[src/rtl/fxu_reservation_station.sv]
// rtl/fxu_reservation_station.sv - Collapsing-queue reservation station in front of the FXU
// Slot 0 is always the oldest; issue picks the lowest ready slot from registered state.
module fxu_reservation_station #(
  parameter int DEPTH  = 4,
  parameter int TAG_W  = 4,
  parameter int DATA_W = 16,
  localparam int CNT_W = $clog2(DEPTH+1),
  localparam int IDX_W = $clog2(DEPTH)
) (
  input  logic              clk,
  input  logic              rst_n,
  input  logic              flush,
  input  logic              disp_valid,
  output logic              disp_ready,
  input  logic [3:0]        disp_opcode,
  input  logic [TAG_W-1:0]  disp_rob_index,
  input  logic              disp_a_rdy,
  input  logic [TAG_W-1:0]  disp_a_tag,
  input  logic [DATA_W-1:0] disp_a_val,
  input  logic              disp_b_rdy,
  input  logic [TAG_W-1:0]  disp_b_tag,
  input  logic [DATA_W-1:0] disp_b_val,
  input  logic [7:0]        disp_i,
  input  logic              cdb_valid,
  input  logic [TAG_W-1:0]  cdb_tag,
  input  logic [DATA_W-1:0] cdb_value,
  output logic              iss_valid,
  output logic [3:0]        iss_opcode,
  output logic [TAG_W-1:0]  iss_index,
  output logic [DATA_W-1:0] iss_va,
  output logic [DATA_W-1:0] iss_vb,
  output logic [7:0]        iss_i,
  output logic [CNT_W-1:0]  count
);

  typedef struct packed {
    logic              valid;
    logic [3:0]        opcode;
    logic [TAG_W-1:0]  rob;
    logic              a_rdy;
    logic [TAG_W-1:0]  a_tag;
    logic [DATA_W-1:0] a_val;
    logic              b_rdy;
    logic [TAG_W-1:0]  b_tag;
    logic [DATA_W-1:0] b_val;
    logic [7:0]        imm;
  } slot_t;

  slot_t            slot_q [DEPTH];
  slot_t            slot_d [DEPTH];
  slot_t            woke   [DEPTH];
  slot_t            shifted[DEPTH];
  slot_t            new_e;
  logic [CNT_W-1:0] count_q, count_d;
  logic [CNT_W-1:0] ins_pos;
  logic [IDX_W-1:0] iss_sel;
  logic             any_rdy;
  logic             disp_fire;

  always_comb begin
    any_rdy = 1'b0;
    iss_sel = '0;
    for (int k = DEPTH-1; k >= 0; k--) begin
      if (slot_q[k].valid && slot_q[k].a_rdy && slot_q[k].b_rdy) begin
        any_rdy = 1'b1;
        iss_sel = k[IDX_W-1:0];
      end
    end
  end

  assign iss_valid  = any_rdy & ~flush;
  assign disp_ready = (count_q != CNT_W'(DEPTH));
  assign disp_fire  = disp_valid & disp_ready & ~flush;
  assign count      = count_q;

  assign iss_opcode = slot_q[iss_sel].opcode;
  assign iss_index  = slot_q[iss_sel].rob;
  assign iss_va     = slot_q[iss_sel].a_val;
  assign iss_vb     = slot_q[iss_sel].b_val;
  assign iss_i      = slot_q[iss_sel].imm;

  // A dispatching operand whose producer broadcasts this same cycle is stored already captured.
  always_comb begin
    new_e        = '0;
    new_e.valid  = 1'b1;
    new_e.opcode = disp_opcode;
    new_e.rob    = disp_rob_index;
    new_e.a_tag  = disp_a_tag;
    new_e.b_tag  = disp_b_tag;
    new_e.imm    = disp_i;
    new_e.a_rdy  = disp_a_rdy | (cdb_valid && (cdb_tag == disp_a_tag));
    new_e.a_val  = disp_a_rdy ? disp_a_val : cdb_value;
    new_e.b_rdy  = disp_b_rdy | (cdb_valid && (cdb_tag == disp_b_tag));
    new_e.b_val  = disp_b_rdy ? disp_b_val : cdb_value;
  end

  // Wakeup is applied before the collapse so a capture survives the shift.
  always_comb begin
    for (int k = 0; k < DEPTH; k++) begin
      woke[k] = slot_q[k];
      if (cdb_valid && slot_q[k].valid && !slot_q[k].a_rdy && (slot_q[k].a_tag == cdb_tag)) begin
        woke[k].a_rdy = 1'b1;
        woke[k].a_val = cdb_value;
      end
      if (cdb_valid && slot_q[k].valid && !slot_q[k].b_rdy && (slot_q[k].b_tag == cdb_tag)) begin
        woke[k].b_rdy = 1'b1;
        woke[k].b_val = cdb_value;
      end
    end
    for (int k = 0; k < DEPTH-1; k++) begin
      shifted[k] = (iss_valid && (k >= int'(iss_sel))) ? woke[k+1] : woke[k];
    end
    shifted[DEPTH-1] = iss_valid ? '0 : woke[DEPTH-1];
  end

  always_comb begin
    ins_pos = count_q - CNT_W'(iss_valid);
    count_d = count_q + CNT_W'(disp_fire) - CNT_W'(iss_valid);
    for (int k = 0; k < DEPTH; k++) begin
      slot_d[k] = (disp_fire && (k == int'(ins_pos))) ? new_e : shifted[k];
    end
    if (flush) begin
      count_d = '0;
      for (int k = 0; k < DEPTH; k++) slot_d[k].valid = 1'b0;
    end
  end

  always_ff @(posedge clk or negedge rst_n) begin
    if (!rst_n) begin
      count_q <= '0;
      for (int k = 0; k < DEPTH; k++) slot_q[k] <= '0;
    end else begin
      count_q <= count_d;
      for (int k = 0; k < DEPTH; k++) slot_q[k] <= slot_d[k];
    end
  end

endmodule

[config.mk]
export PLATFORM = sky130hd
export DESIGN_NAME = fxu_reservation_station
export DESIGN_NICKNAME = d
export VERILOG_FILES = /design/src/rtl/fxu_reservation_station.sv
export SDC_FILE = /design/constraint.sdc
export NUM_CORES = 1
export LEC_CHECK = 0
export CELL_PAD_IN_SITES_DETAIL_PLACEMENT = 0
export CELL_PAD_IN_SITES_GLOBAL_PLACEMENT = 2
export CORE_MARGIN = 2
export CORE_UTILIZATION = 37
export DETAILED_ROUTE_END_ITERATION = 10
export GPL_ROUTABILITY_DRIVEN = 0
export MAX_ROUTING_LAYER = met4
export PLACE_DENSITY_LB_ADDON = 0.1
export SLEW_MARGIN = 20
export SYNTH_ARGS = -nofsm -noshare
export SYNTH_HDL_FRONTEND = slang
export SYNTH_SLANG_ARGS = --single-unit
[constraint.sdc]
create_clock -name clk -period 4.02 [get_ports clk]
set_input_delay 0.402 -clock clk [delete_from_list [all_inputs] [get_ports clk]]
set_output_delay 0.402 -clock clk [all_outputs]
set_load 0.05 [all_outputs]
# --- Word level (Yosys, flattened, before mapping) ---
# Cells that the tools add are included.
word_totals:
  out_inout_bits: 53
  word_cells: 167
  reg_bits: 239
classes:
  n_reduce_logical: 56
  order_cmp: 4
  muxes: 42
  n_addsub: 3
  eq_ne: 14
  n_bitwise: 7
ops:
  columns: ["op", "count"]
  rows:
  - ["two-way mux 59 bit", 8]
  - ["two-way mux 16 bit", 10]
  - ["binary-select mux 59 bit (select 2 bit)", 1]
  - ["two-way mux 58 bit", 2]
  - ["equality test 4 bit", 10]
  - ["logical AND 1 bit", 37]
  - ["nonzero test 3 bit", 6]
  - ["two-way mux 1 bit", 16]
  - ["logical NOT 1 bit", 8]
  - ["two-way mux 2 bit", 4]
  - ["nonzero test 2 bit", 4]
  - ["equality test 3 bit (first input constant)", 2]
  - ["subtractor 3 x 1 -> 3 bit", 2]
  - [">= comparator 1 x 2 -> 1 bit (first input constant)", 2]
  - ["adder 3 x 1 -> 3 bit", 1]
  - ["AND 1 bit", 3]
  - ["equality test 2 x 3 -> 1 bit (first input constant)", 1]
  - [">= comparator 3 bit (second input constant)", 1]
  - ["logical NOT 3 bit", 1]
  - ["two-way mux 3 bit", 1]
  - ["inequality test 3 bit (second input constant)", 1]
  - ["inverter 2 -> 3 bit", 1]
  - [">= comparator 2 bit (first input constant)", 1]
  - ["OR 1 bit", 2]
  - ["inverter 1 bit", 1]

# --- Longest topological paths before layout ---
depth:
  ltp_word: 12
  depth_mapped: 12

# --- Worst setup path before layout ---
# Ideal clock, no wire load.
synth_timing:
  path_kind: "register to register"
  from: "register slot_q[205] (netlist name)"
  to: "register slot_q[101] (netlist name)"
  required_ns: 3.889
  period_less_slack_ns: 3.594
  t_arrival_ns: 3.463
  stages_incl_launch_ff: 12
  setup_slack_ns: 0.426
  path_buffers: 2
  cell_sequence: "dfrtp_1 nand3_1 nand4_1 nor2b_1 ha_1 ha_1 o211ai_2 a2111oi_4 buf_2 buf_1 a32o_1 a21oi_2"

# --- Worst setup path after layout ---
layout_timing:
  from: "register slot_q[117] (netlist name)"
  to: "output iss_vb[3]"
layout_between:
  elab_chain_len: 9
layout_rtl:
  columns: ["element", "line_no", "text"]
  rows:
  - ["logical AND 1 bit (2 in series)", "64", "if (slot_q[k].valid && slot_q[k].a_rdy && slot_q[k].b_rdy) begin"]
  - ["two-way mux 2 bit (3 in series)", "64", null]
  - ["inverter 2 -> 3 bit (not written as such)", "79", "assign iss_vb = slot_q[iss_sel].b_val;"]
  - ["binary-select mux 59 bit (select 2 bit)", "79", null]
  - ["two-way mux 58 bit (2 in series)", null, null]
  - ["end, declared", "31", "output logic [DATA_W-1:0] iss_vb,"]
# Every way passes these cells. The select of a mux whose other input is x is not followed.

==> results.md <==
* Status: finished, final reports clean
* Peak VDD IR at 0.3762 mV
* Max_cap viols at 0
* Initial DRT Pass Iterations at 6
* Mapped Cells at 1539
* Period utilization at 93.93%
* Post-cts resize count at 0
* Filler instances at 3840
* Antenna violations before repair at 0
* Setup violators final at 0
* Min Tclk post-route at 3776 ps
* Clock root cell: clkbuf_16
* Post-synthesis cell type count at 53
* GRT Overall Usage at 26.82%
* Switching Share at 41.09%
* Max frequency at 0.2648 GHz
* PortBufs at 135
* Die W at 200.7 µm
* WL per Instance at 24.41 µm
* Final WS setup at 244.2 ps
* Io pins at 136
* Slew headroom at 27.79%
* Crit path top cell by count: buf_4
* Layout area overhead at 19.20%
* Slowest stage delay, CP at 790 ps
* Synth Flop Type: dfrtp_1
* DR top layer: met4
* Htree depth at 1
* Sw Pwr at 5.020 mW
* Worst EP required at 3620 ps
* Worst-Margin Slew at 1083 ps
* WL met3 at 2455 µm
* Slew Viols, Final at 0
* Share of cells above drive strength 1 at 11.21%
* DP Wirelength at 33280 µm
* # diodes at 0
* Max Root-Sink Buffers at 3
* WP data arrival at 3370 ps
* Die Y at 200.7 µm
* Via Count at 12780
* Synthesized flop and latch total at 239
* Startpoint Class: flip-flop
* Cell Chain, Critical Path: nand3_1 > a211oi_4 > buf_4 > and2_1 > a211oi_1 > a31oi_1 > buf_4
* Antenna-violating nets left at 0
* Peak fanout along the critical path at 48
* DR DRC count at 0
* Clock Sinks at 239
* Pre-CTS setup slack at 718.6 ps
* Core ar. at 38470 µm²
* Starting Density at 37.23%
* R2R Path End: slot_q[103]$_DFF_PN0_
* Power density cells at 715.8 nW/µm²
* 1st-iter DRT viols at 887
* CTS tree: built
* Metal2 WL at 25650 µm
* Final hold violation count at 0
* Worst min path class: primary input to asynchronous set/reset pin
* Die area at 40290 µm²
* R2R Setup Slk at 690 ps
* Crit path kind: flip-flop to output port
* Int Power at 7.198 mW
* Fin nets at 1710
* RSZ-0062 raised after global routing: no
* Worst-skew pair later-pin latency at 570 ps
* Yosys Warn Count at 0
* Setup_tns at 0 ps
* Reg2Reg Depth at 11
* Global-route wire length before repair at 80870 µm
* Multi-input gate area at 7556 µm²
* Clock slew at reported path FFs at 60 ps
* Reg power frac at 36.0%
* DRT Wirelength at 52700 µm
* TritonCTS buffer count at 30
* Fraction of registers with async set/reset at 100.0%
* Clock Power Share at 22.4%
* Syn avg cell area at 9.305 µm²
* Post-Syn Area at 14320 µm²
* Largest net degree at the start of global routing at 94
* R2R Path Start: slot_q[167]$_DFF_PN0_
* Layout Skew at 12.76 ps
* Drt via density at 5.921
* Fin Hold WS at 430.5 ps
* Number of enable flip-flop cells after synthesis at 0
* Number of global-route vias before repair at 12880
* Combinational share of power at 41.6%
* FP Rows at 72
* Storage cell area at 5981 µm²
* Leakage power at 7.374 nW
* M1 wire length at 23520 µm
* Slowest stage cell on the critical path: a211oi_4
* Total gr overflow at 0
* Syn nets at 1627
* Critical path endpoint category: output port
* Sequential-to-total area share from yosys stat at 41.76%
## cell type report
class / count / area share (%)
clock inverter: 8 / 0.6890
inverter: 36 / 0.7916
tap: 518 / 3.797
timing repair buffer: 201 / 10.44
clock buffer: 43 / 4.984
sequential: 239 / 35.04
multi-input combinational: 1114 / 44.26
## power groups by stage
| stage | combinational, mW | sequential [mW] | clock (mW) |
|---|---|---|---|
| floorplan | 3.67 | 4.20 | 0 |
| global placement | 5.02 | 4.40 | 0 |
| detailed placement | 5.08 | 4.41 | 0 |
| CTS | 5.10 | 4.38 | 2.80 |
| global route | 5.53 | 4.54 | 2.90 |
| finish | 5.09 | 4.39 | 2.74 |
## flip-flops by register name, indices dropped and copies added (netlist names)
register  count
slot_q      236
count         3
## timing repair
item / in CTS / in global routing
hold buffers: 1 / 0
setup endpoints to repair: 0 / 1
buffers inserted: 0 / 0
hold endpoints to repair: 89 / 0
## metal layers
metal	vias up	global-route usage (%)
li1	5844	-
met3	66	2.938
met1	6505	35.42
met5	-	-
met2	368	44.63
met4	0	5.767
## layout by cell type, fill, tap and decap left out, types with 36 or more instances in the layout
master	instances
dfrtp_1	239
and2_1	49
mux2i_1	161
o21ai_0	65
inv_1	36
a31oi_1	121
nor2_1	52
buf_4	106
a32o_1	67
clkdlybuf4s50_1	90
nand2_1	239
a211oi_1	50
## through the flow
step / instances / instance area [µm²] / utilization (%) / total power [mW]
floorplan: 1539 / 14320 / - / 7.868
global placement: 2107 / 16090 / 41.83 / 9.424
detailed placement: 2107 / 16090 / 41.83 / 9.492
CTS: 2159 / 17070 / 44.38 / 12.28
global route: 2159 / 17070 / 44.38 / 12.97
finish: 2159 / 17070 / 44.38 / 12.22
## worst max path at each step
stage,startpoint,to,slack [ps],cells after the start
6_report,slot_q[117]$_DFFE_PN0P_,iss_vb[3],240,7
5_1_grt,slot_q[117]$_DFFE_PN0P_,iss_vb[3],10,7
4_1_cts,slot_q[117]$_DFFE_PN0P_,iss_vb[3],150,7
3_5_place_dp,slot_q[167]$_DFF_PN0_,slot_q[103]$_DFF_PN0_,720,11
3_3_place_gp,slot_q[167]$_DFF_PN0_,slot_q[103]$_DFF_PN0_,760,11
2_1_floorplan,slot_q[205]$_DFFE_PN0P_,slot_q[101]$_DFF_PN0_,430,11
## worst max-delay path: cells and delay by family, from the launching register on
kind / cells / cell delay, ps
AOI/OAI and AO/OA: 3 / 1110
buffers and inverters: 2 / 820
and+or+nand+nor: 2 / 470
DFF: 1 / 390
## cells by family after synthesis
family	Yosys count	synth area share, %
XOR/XNOR	42	2.831
AO/OA/AOI/OAI	451	22.85
AND/OR/NAND/NOR	455	14.80
adder cells (fa/ha/maj)	5	0.4893
multiplexers	161	11.25
flip-flops	239	41.76
buffers and inverters	186	6.011
## cell usage after synthesis (11+ instances only)
cell type	instances	area, µm²
nand3_1	11	55.05
nor3_1	26	130.1
buf_2	24	120.1
a22o_1	25	219.0
nor4b_1	14	122.6
a31oi_1	122	763.2
nor2_1	54	202.7
mux2i_1	161	1612
o22ai_1	32	200.2
a32o_1	67	670.6
nand2_1	239	897.1
a211oi_1	51	382.9
clkbuf_1	100	375.4
a221oi_1	33	289.0
and2_1	49	306.5
a21oi_1	35	175.2
xnor2_1	21	183.9
inv_1	36	135.1
dfrtp_1	239	5981
o21ai_0	65	325.3
xor2_1	19	166.4
or3_1	14	87.58
nor2b_1	21	131.4
Note: power is estimated with default switching activity, not from simulation.
==> variant 1, RTL diff (same flow settings) <==
`TAG_W`: 4 -> 3.
--- a/src/rtl/fxu_reservation_station.sv
+++ b/src/rtl/fxu_reservation_station.sv
@@ -2,7 +2,7 @@
 // Slot 0 is always the oldest; issue picks the lowest ready slot from registered state.
 module fxu_reservation_station #(
   parameter int DEPTH  = 4,
-  parameter int TAG_W  = 4,
+  parameter int TAG_W  = 3,
   parameter int DATA_W = 16,
   localparam int CNT_W = $clog2(DEPTH+1),
   localparam int IDX_W = $clog2(DEPTH)
Ports: changed (5 resized); port bits go from 136 to 131. The function was not compared with the original's and may differ.
==> variant 1 against the unedited design <==
  * Register-to-register slack got worse by 170 ps
  * First-iteration DRC count rose by 39%
  * Synthesized area rose by 1.5%
  * Routed wire length rose by 9.7%
  * Sequential cell count fell by 12
  * Final area rose by 2.5%
  * Maximum frequency fell by 2.5%
  * Worst setup slack got worse by 98 ps
  * Power rose by 1.9%
  * Non-clock buffer count rose by 1
  * Critical path type unchanged
  * Highest routed layer unchanged
==> variant 1: results (changes against the unedited design) <==
Met3 usage - 4.63% (was 2.94%)
Vias - 13400 (was 12800)
Max FFs per register - 224 (was 236)
Largest delay share family, worst path - buffers and inverters (was compound AO/OA/AOI/OAI gates)
Net Switching - 0.00532 W (was 0.00502 W)
Synth top cells by count - dfrtp_1 (227), mux2i_1 (197), nand2_1 (174) (was dfrtp_1 (239), nand2_1 (239), mux2i_1 (161))
Metal-1 WL - 26400 um (was 23500 um)
Fraction of layout cells with a size suffix above 1 - 11.1% (was 11.2%)
Drt first-iter violations - 1237 (was 887)
Number of buffers created by CTS - 29 (was 30)
Placed Cells - 2117 (was 2107)
Post-synthesis mux area share - 16.0% (was 11.3%)
Pin count of the biggest net entering global routing - 85 (was 94)
Routed met2 length - 26300 um (was 25600 um)
Worst path arrival time - 3470 ps (was 3370 ps)
Clk_skew - 27.1 ps (was 12.8 ps)
Dpl hpwl - 36300 um (was 33300 um)
P_leak - 7.15 nW (was 7.37 nW)
Sequential area share after synthesis - 39.1% (was 41.8%)
FF-to-FF End - slot_q[185] (was slot_q[103])
Routed wl met3 - 4080 um (was 2460 um)
Crit path launch - slot_q[159] (was slot_q[117])
RR Startpoint - slot_q[167] (unchanged)
All-Layer GR Usage - 28.6% (was 26.8%)
Routed wire per std cell - 26.6 um (was 24.4 um)
Compound-Gate Fraction of Synth Area - 22.7% (was 22.8%)
Yosys cell types - 54 (was 53)
Nets - 1715 (was 1710)
Global-route wire length before repair - 87300 um (was 80900 um)
Post-Synth Adder-Cell Area - 0.482% (was 0.489%)
Post-Syn Area per Cell - 9.23 um^2 (was 9.30 um^2)
Global Route met2 Usage - 44.0% (was 44.6%)
Crit Path Max Fanout - 20 (was 48)
CP max stage cell - clkdlybuf4s50_1 (was a211oi_4)
R2R cell count - 8 (was 11)
Port Buffers - 130 (was 135)
Post-Synth XOR/XNOR Area - 2.08% (was 2.83%)
Fmax - 258 MHz (was 265 MHz)
Final instance area - 17500 um^2 (was 17100 um^2)
Status - complete, no violations (unchanged)
Hold WS - 404 ps (was 431 ps)
CP peak stage delay - 840 ps (was 790 ps)
variant 1: repair_timing:
item	CTS	global route
buffers inserted	0	0
setup endpoints to repair	0	1
resized for setup	0	1
hold buffers	1	0
endpoints found under the hold margin	67	0
variant 1: power groups by stage:
stage / Clock [W] / Combinational (W) / Sequential [W]
after detailed placement: 0 / 0.00540 / 0.00421
final: 0.00280 / 0.00545 / 0.00420
after floorplan: 0 / 0.00374 / 0.00394
after global routing: 0.00295 / 0.00589 / 0.00433
after global placement: 0 / 0.00534 / 0.00420
after CTS: 0.00285 / 0.00543 / 0.00418
variant 1: layout make-up:
type | count | area share (%)
multi-input cells | 1101 | 45.3
repair buffers | 202 | 11.3
well taps | 518 | 3.70
flip-flops and latches | 227 | 32.5
clock buffers | 41 | 4.81
clock inverters | 11 | 0.944
inverters | 70 | 1.50
variant 1: cells by family after synthesis:
group / after synthesis
compound gates: 434
buf+inv: 247
mux: 229
simple gates: 401
flops: 227
fa+ha+maj: 5
xor+xnor: 32
==> variant 2, RTL diff (same flow settings) <==
Without the edit above. Reset style: synchronous (`rst_n`), changed in one clocked block.
--- a/src/rtl/fxu_reservation_station.sv
+++ b/src/rtl/fxu_reservation_station.sv
@@ -125,7 +125,7 @@
     end
   end
 
-  always_ff @(posedge clk or negedge rst_n) begin
+  always_ff @(posedge clk) begin
     if (!rst_n) begin
       count_q <= '0;
       for (int k = 0; k < DEPTH; k++) slot_q[k] <= '0;
Formal check against the unedited RTL: differs if rst_n is asserted again (counterexample within 4 cycles, from zero or initial values and one cycle with rst_n low); with rst_n held inactive, the same outputs for 4 cycles.
==> variant 2 against the unedited design <==
  * Routed wire length fell by 8.1%
  * Hold slack better by 43 ps
  * Worst setup slack better by 86 ps
  * Synthesized cell count rose by 5.1%
  * Final area down 4.3%
  * Sequential cell count unchanged
  * Non-clock buffer count fell by 10
  * Count of clock-buffer cells in the layout increased by 3
  * Synthesized area down 5.9%
  * Global-route usage shrank 1.1 points
  * Sequential share of layout area down 5.8 points
Power is not compared: it rests on default switching activity, and its combinational part moved more than twofold at a synthesized area within 25%.
==> variant 2: results (changes against the unedited design) <==
Invs w/o clock - 14 (was 36)
NonClk Buf Share - 12.4% (was 10.4%)
Drt first-iter violations - 788 (was 887)
Max FFs per register - 236 (unchanged)
TritonRoute pass-1 iters - 5 (was 6)
Dominant synthesized flop cell - dfxtp_1 (was dfrtp_1)
Top reg by flops - slot_q (unchanged)
Synth top cells by count - dfxtp_1 (239), nand2_1 (232), mux2i_1 (124) (was dfrtp_1 (239), nand2_1 (239), mux2i_1 (161))
Top cells by area, synth - dfxtp_1 (36%), mux2i_1 (9.2%), nand2_1 (6.5%) (was dfrtp_1 (42%), mux2i_1 (11%), nand2_1 (6.3%))
Fraction of area in multi-input gates - 48.8% (was 44.3%)
Sequential area share after synthesis - 35.5% (was 41.8%)
Setup repair bufs after CTS - 0 (unchanged)
CP peak stage delay - 660 ps (was 790 ps)
Global Route met2 Usage - 41.8% (was 44.6%)
Status - complete, no violations (unchanged)
#MultiIn Comb - 1200 (was 1114)
Filler cells - 3585 (was 3840)
Final period utilization - 91.8% (was 93.9%)
Dpl hpwl - 29600 um (was 33300 um)
# resized after CTS - 0 (unchanged)
Slew headroom - 34.3% (was 27.8%)
Met1 usage - 33.9% (was 35.4%)
Clk tree area frac - 5.56% (was 5.67%)
Number of buffers created by CTS - 29 (was 30)
Routed wire per std cell - 22.5 um (was 24.4 um)
Seq cells - 239 (unchanged)
Pin count of the biggest net entering global routing - 77 (was 94)
Fraction of layout cells with a size suffix above 1 - 15.5% (was 11.2%)
FFs w/ async S/R, synth - 0% (was 100%)
Largest delay share family, worst path - simple AND/OR/NAND/NOR gates (was compound AO/OA/AOI/OAI gates)
CP max stage cell - nor2_4 (was a211oi_4)
Synthesized net count - 1706 (was 1627)
Number of non-clock buffers - 191 (was 201)
Clk slew on worst S/H paths - 60 ps (about the same)
Clock root cell - clkbuf_16 (unchanged)
Met3 usage - 3.12% (was 2.94%)
Yosys cell types - 59 (was 53)
Global-route wire length before repair - 75000 um (was 80900 um)
Post-DR vias/cell - 5.83 (was 5.92)
Port Buffers - 135 (unchanged)
Seq/total area - 29.3% (was 35.0%)
Nets - 1763 (was 1710)
Number of global-route vias before repair - 12400 (was 12900)
All-Layer GR Usage - 25.7% (was 26.8%)
Clk_skew - 13.3 ps (was 12.8 ps)
Synth top area share - 35.5% (was 41.8%)
CLK BUF - 46 (was 43)
Crit Path Max Fanout - 34 (was 48)
Worst path arrival time - 4160 ps (was 3370 ps)
Hold Path Class - input port to flop (was input port to async pin)
-- variant 2: report_power, final --
group          leakage (nW)  switching [W]  internal (W)
logic                  3.48       0.000481      0.000330
clock network         0.450        0.00105       0.00149
registers              1.94      0.0000340       0.00243
-- variant 2: metal layers --
metal / wire length, um / share of wire (%)
met4: 1200 / 2.5
met1: 21900 / 45
met5: 0 / 0
met2: 22800 / 47
met3: 2440 / 5.0
-- variant 2: path summary, 6_finish.rpt --
path | startpoint | endpoint | slack, ps | depth (start not counted)
setup / recovery | slot_q[2][28] | slot_q[3][19] | 330 | 13
hold / removal | rst_n | slot_q[2][10] | 470 | 4
setup reg to reg | slot_q[2][28] | slot_q[3][19] | 330 | 13
hold reg to reg | slot_q[0][57] | slot_q[0][57] | 480 | 2
-- variant 2: kinds of logic (layout without fill, tap and decap cells) --
kind of cell    count (synthesis)  in the layout  share of synthesized area, %
compound gates                469            469                          24.5
fa+ha+maj                       5              5                         0.520
buf+inv                       179            254                          5.74
xor+xnor                       42             42                          2.73
flops                         239            239                          35.5
simple gates                  500            500                          16.7
mux                           184            184                          14.2
-- variant 2: stage by stage --
| step | cells | utilization, % | total power (W) | area, um^2 | setup slack [ps] |
|---|---|---|---|---|---|
| final | 2154 | 45.7 | 0.00582 | 16300 | 330 |
| after global routing | 2154 | 45.7 | 0.00602 | 16300 | 34.4 |
| after CTS | 2154 | 45.7 | 0.00588 | 16300 | 312 |
| after detailed placement | 2105 | 43.2 | 0.00333 | 15400 | 254 |
| after global placement | 2105 | 43.2 | 0.00333 | 15400 | 334 |
| after floorplan | 1618 | - | 0.00298 | 13500 | 956 |
